File: src/rtl/debounce_pkg.sv
// ============================================================================
// Module      : debounce_pkg
// Description : Shared constants and width helpers for the debounce_pass block.
// Revision    : 1.0 - initial release
// ============================================================================
`default_nettype none

package debounce_pkg;

  localparam int N_CH_DEF      = 2;
  localparam int DB_CYCLES_DEF = 4;
  localparam int RST_VAL_DEF   = 0;
  localparam int SYNC_STAGES   = 2;

  function automatic int clog2(input int value);
    int res;
    res = 0;
    for (int i = 0; i < 31; i++) begin
      if ((32'd1 << i) < value) begin
        res = i + 1;
      end
    end
    return res;
  endfunction

  // A single-cycle debounce still needs a 1-bit counter to stay well formed.
  function automatic int cnt_width(input int db_cycles);
    int w;
    w = clog2(db_cycles);
    if (w < 1) begin
      w = 1;
    end
    return w;
  endfunction

endpackage

`default_nettype wire

File: src/rtl/debounce_ch.sv
// ============================================================================
// Module      : debounce_ch
// Description : One channel: 2-flop synchroniser, debounce counter, registered
//               level, and rise/fall pulses when DEBOUNCE_EDGE_EN is defined.
// Revision    : 1.0 - initial release
// ============================================================================
`default_nettype none

module debounce_ch
  import debounce_pkg::*;
#(
  parameter int DB_CYCLES = DB_CYCLES_DEF,
  parameter int RST_VAL   = RST_VAL_DEF
) (
  input  logic clk,
  input  logic rst_n,
  input  logic din,
  output logic dout,
  output logic rise,
  output logic fall
);

  localparam int              CNT_W   = cnt_width(DB_CYCLES);
  localparam logic [CNT_W-1:0] CNT_MAX = CNT_W'(DB_CYCLES - 1);
  localparam logic             RST_BIT = (RST_VAL != 0);

  logic [SYNC_STAGES-1:0] sync_q;
  logic [SYNC_STAGES-1:0] sync_d;
  logic [CNT_W-1:0]       cnt_q;
  logic [CNT_W-1:0]       cnt_d;
  logic                   dout_q;
  logic                   dout_d;
  logic                   sync_out;

  assign sync_out = sync_q[SYNC_STAGES-1];

  always_comb begin
    sync_d = {sync_q[SYNC_STAGES-2:0], din};
    cnt_d  = '0;
    dout_d = dout_q;
    // Any sample agreeing with the current level restarts the count.
    if (sync_out != dout_q) begin
      if (cnt_q == CNT_MAX) begin
        dout_d = sync_out;
      end else begin
        cnt_d = cnt_q + 1'b1;
      end
    end
  end

  always_ff @(posedge clk or negedge rst_n) begin
    if (!rst_n) begin
      sync_q <= {SYNC_STAGES{RST_BIT}};
      cnt_q  <= '0;
      dout_q <= RST_BIT;
    end else begin
      sync_q <= sync_d;
      cnt_q  <= cnt_d;
      dout_q <= dout_d;
    end
  end

  assign dout = dout_q;

`ifdef DEBOUNCE_EDGE_EN
  logic rise_q;
  logic rise_d;
  logic fall_q;
  logic fall_d;

  always_comb begin
    rise_d = dout_d & ~dout_q;
    fall_d = ~dout_d & dout_q;
  end

  always_ff @(posedge clk or negedge rst_n) begin
    if (!rst_n) begin
      rise_q <= 1'b0;
      fall_q <= 1'b0;
    end else begin
      rise_q <= rise_d;
      fall_q <= fall_d;
    end
  end

  assign rise = rise_q;
  assign fall = fall_q;
`else
  assign rise = 1'b0;
  assign fall = 1'b0;
`endif

endmodule

`default_nettype wire

File: src/rtl/debounce_pass.sv
// ============================================================================
// Module      : debounce_pass
// Description : N_CH-channel synchronise-and-debounce bank for pad inputs.
//               Optional edge pulses enabled by macro DEBOUNCE_EDGE_EN.
// Revision    : 1.0 - initial release
// ============================================================================
`default_nettype none

module debounce_pass
  import debounce_pkg::*;
#(
  parameter int N_CH      = N_CH_DEF,
  parameter int DB_CYCLES = DB_CYCLES_DEF,
  parameter int RST_VAL   = RST_VAL_DEF
) (
  input  logic            clk,
  input  logic            rst_n,
  input  logic [N_CH-1:0] din,
  output logic [N_CH-1:0] dout,
  output logic [N_CH-1:0] rise,
  output logic [N_CH-1:0] fall
);

  for (genvar i = 0; i < N_CH; i++) begin : g_ch
    debounce_ch #(
      .DB_CYCLES (DB_CYCLES),
      .RST_VAL   (RST_VAL)
    ) u_ch (
      .clk   (clk),
      .rst_n (rst_n),
      .din   (din[i]),
      .dout  (dout[i]),
      .rise  (rise[i]),
      .fall  (fall[i])
    );
  end

endmodule

`default_nettype wire

File: config.mk
export PLATFORM = sky130hd
export DESIGN_NAME = debounce_pass
export DESIGN_NICKNAME = d
export VERILOG_FILES = /design/src/rtl/debounce_pkg.sv /design/src/rtl/debounce_ch.sv /design/src/rtl/debounce_pass.sv
export SDC_FILE = /design/constraint.sdc
export NUM_CORES = 1
export LEC_CHECK = 0
export CORE_AREA = 2 2 39 41
export CTS_CLUSTER_SIZE = 16
export DETAILED_ROUTE_END_ITERATION = 6
export DIE_AREA = 0 0 41 43
export GPL_ROUTABILITY_DRIVEN = 0
export PLACE_DENSITY = 0.64
export SLEW_MARGIN = 20
export SYNTH_ARGS = -nofsm -noshare
export SYNTH_HDL_FRONTEND = slang
export SYNTH_SLANG_ARGS = --single-unit
File: constraint.sdc
create_clock -name clk -period 3.1 [get_ports clk]
set_input_delay 0.31 -clock clk [delete_from_list [all_inputs] [get_ports clk]]
set_output_delay 0.31 -clock clk [all_outputs]
set_load 0.01 [all_outputs]
# [Yosys cells after proc, flatten, opt, wreduce, memory -nomap -nowiden]
# Cells that the tools add are included.
[totals] reg_bits=10 in_bits=4 output_inout_bits=6 elab_cells=18
[op_classes] add_sub_neg=2 n_eq_ne=4 muxes=4 n_reduce_logical=2
[ops] operator="$mux 2" count=4
[ops] operator="$add 2x1->2 const B" count=2
[ops] operator="$eq 2x2->1 const B" count=2
[ops] operator="$reduce_and 2->1" count=2
[ops] operator="$ne 1x1->1" count=2

# [Logic depth before layout (Yosys ltp)]
[logic_depth] depth_word=3 depth_mapped=2 mapped_depth_nobuf=2

# [By module]
# Synthesis repeated with hierarchy kept, for this count alone.
[unflattened] hier_cells=26 hier_area_um2=385.4
[modules_own_cells] module="debounce_ch" n_inst=2 cells_each=13 area_per_inst_um2=192.7 seq_area_each_um2=125.1

# [Least setup slack after synthesis]
# No wires, ideal clock.
[synth_timing] path_type="register to register" startpoint="register g_ch[0].u_ch.cnt_q[0]" endpoint="register g_ch[0].u_ch.dout_q" setup_time_ps=125 arrival_time_ps=846 required_ps=2975 setup_slack_ps=2130 path_stages_with_launch=3 path_buffers=0 path_cell_list="dfrtp_1 ha_1 mux2_2"
[synth_between] elab_chain_len=2
[synth_lines] item="start: declaration" line_no="debounce_ch.sv:29" rtl="logic [CNT_W-1:0] cnt_q;"
[synth_lines] item="start signal: assignment" line_no="debounce_ch.sv:58" rtl="cnt_q <= cnt_d;"
[synth_lines] item="$eq 2x2->1" line_no="debounce_ch.sv:43" rtl="if (cnt_q == CNT_MAX) begin"
[synth_lines] item="$reduce_and 2->1 (no line)"
[synth_lines] item="end signal: assignment" line_no="debounce_ch.sv:59" rtl="dout_q <= dout_d;"
[synth_lines] item="end: declaration" line_no="debounce_ch.sv:31" rtl="logic dout_q;"
# Every way passes these cells.
# A chain may end at the register's enable or synchronous reset.

# [Worst setup path after layout]
[layout_timing] startpoint="register g_ch[0].u_ch.dout_q" endpoint="output port dout[0]"
[layout_rtl] item="end: declaration" line_no="debounce_pass.sv:19" rtl="output logic [N_CH-1:0] dout,"
# No word-level cell between the ends.

==> metrics.yaml <==
die:
  start_util_pct: 28.7
  core-area_um2: 1380
  die_h_um: 43
  die_width_um: 41
  dieArea_um2: 1760
  ios: 10
  rows: 14
sta:
  setup_ws_ns: 1.59
  period_minus_slack_ns: 1.51
  finalHoldViolations: 0
  clock_skew_ns: 0.000848
  post-route-period-util_pct: 48.6
  tns_ns: 0
  timing.fmax_ghz: 0.664
  setup_viol: 0
  drv_slew: 0
  grt_setup_unrepaired: "false"
logic_synthesis:
  synthCells: 27
  synth-edff-count: 0
  ys_async_sr_fraction_pct: 100
  yosysMostFrequentCell: "dfrtp_1"
  yosysSeqAreaShare_pct: 63.1
  synth_top_flop_cell: "dfrtp_1"
  ys_types: 8
  yosys.area.top_type_share_pct: 63.1
  post-synth-top-area-cell: "dfrtp_1"
  synth_warnings: 0
  yosys-top-cells-area: "dfrtp_1, buf_4, ha_1"
  synth_top_cells_by_count: "dfrtp_1, buf_4"
  netlist_area_um2: 397
  synth-seq-cells: 10
  syn_area_per_cell_um2: 14.7
placed_design:
  dp_cells: 45
  dp_slack_ns: 1.87
  port_buffers: 5
  dpl.hpwl_um: 454
  placed_cell_area_um2: 433
global_route:
  grt.overflow.total: 0
  first_global_vias: 217
  grt_max_degree: 11
  grt_pass1_wl_um: 876
  grtUsageTotal_pct: 7.55
  antenna_found_initial: 0
power:
  power.density_nw_per_um2: 898
  peakVddDrop_mv: 0.277
  finalPower_uw: 421
  p_leak_uw: 0.000217
finish:
  antenna_cells: 0
  register_area_um2: 250
  area_delta_synth_final_pct: 18.3
  num-fill-cells: 130
  multi_input_area_um2: 113
  fin_cells: 49
  fin_nets: 40
  layout-drive-gt1-share_pct: 24.2
  final_area_um2: 469
clock_tree:
  post_cts_resized: 0
  clk_transition_reported_paths_ns: 0.06
  cts.sinks: 10
  cts_buffer_depth: 2
  postCtsHoldBufs: 0
  cts-root-buf: "clkbuf_4"
  h-tree-depth: 1
  clock_latency_ns: 0.25
  cts_setup_buffers: 0
  cts_buffers: 3
  cts_tree: "yes"
worst_setup_path:
  critPathMaxFanout: 3
  critPathMaxStageDelay_ns: 0.56
  crit_type: "reg2out"
  arrival_ns: 1.20
  cpMaxStageDelayCell: "clkdlybuf4s50_1"
  cp-start-kind: "flip-flop"
  crit_chain: "clkdlybuf4s50_1"
  crit_required_ns: 2.79
  cp_top_family: "buffers and inverters"
  critPathBufInv: 1
  endpoint_kind: "primary output"
drt:
  drcViolationCount: 0
  via_per_inst: 4.00
  dr.first_iter.drc_count: 0
  postRouteAntennaNets: 0
  vias: 196
  wl_per_cell_um: 11.5
  dr.pass1.iters: 1
  wl_um: 564
outcome:
  status: "finished clean"
hold_path:
  hp-class: "in2async"
flow_run:
  max-cap-violations: 0
-- cells by family after synthesis --
logic type,count (synthesis),synth area share (%)
xor gates and xnor gates,2,4.42
adders and majority gates,2,6.31
buffers and inverters,6,11.4
muxes,2,5.68
DFF,10,63.1
and+or+nand+nor,4,8.20
other,1,0.945
-- flip-flops by register name, summed over array words and instances, names as in the netlist --
| name | count |
|---|---|
| g_ch.u_ch.cnt_q | 4 |
| g_ch.u_ch.dout | 2 |
| g_ch.u_ch.sync_q | 4 |
-- per-stage QoR --
step	hold WS (ns)	utilization, %
2_1_floorplan	0.0144	-
3_3_place_gp	0.335	31.3
3_5_place_dp	0.345	31.3
4_1_cts	0.363	33.9
5_1_grt	0.382	33.9
6_report	0.362	33.9
-- path summary, 6_finish.rpt --
kind / start / end / slack, ns / cells past startpoint
setup / recovery: g_ch[0].u_ch.dout$_DFFE_PN0P_ / dout[0] / 1.59 / 1
hold / removal: rst_n / g_ch[1].u_ch.sync_q[1]$_DFF_PN0_ / 0.36 / 1
setup reg to reg: g_ch[0].u_ch.cnt_q[0]$_DFF_PN0_ / g_ch[0].u_ch.dout$_DFFE_PN0P_ / 2.07 / 2
hold reg to reg: g_ch[0].u_ch.sync_q[0]$_DFF_PN0_ / g_ch[0].u_ch.sync_q[1]$_DFF_PN0_ / 0.36 / 0
max in group asynchronous: rst_n / g_ch[0].u_ch.cnt_q[1]$_DFF_PN0_ / 2.44 / 1
min in group clk: g_ch[0].u_ch.sync_q[0]$_DFF_PN0_ / g_ch[0].u_ch.sync_q[1]$_DFF_PN0_ / 0.36 / 0
-- final cells by class --
class                   count  share of cell area [%]
repair buffers              5                    10.7
clock buffers               4                    7.73
multi-input cells          14                    24.0
well taps                  16                    4.27
flip-flops and latches     10                    53.3
-- cells in the final DEF (no fill, tap or decap) --
cell type / netlist / final
clkbuf_4: 0 / 3
clkbuf_8: 0 / 1
clkdlybuf4s50_1: 0 / 5
conb_1: 1 / 4
dfrtp_1: 10 / 10
ha_1: 2 / 2
mux2_2: 2 / 2
nor2b_1: 2 / 2
nor3_2: 2 / 2
xnor2_1: 2 / 2
-- report_power, final --
group | switching, uW | internal (uW)
sequential | 26.2 | 168
combinational | 46.7 | 68.5
clock | 41.1 | 71.2
total | 114 | 307
-- per-layer routing --
layer | vias up | GRT usage, % | wire [um]
met5 | - | 0 | 0
met4 | 0 | 4.00 | 0
met3 | 0 | 1.57 | 35
met2 | 6 | 12.5 | 337
met1 | 102 | 8.47 | 191
li1 | 88 | - | -
Power figures use the tool's default switching activity.
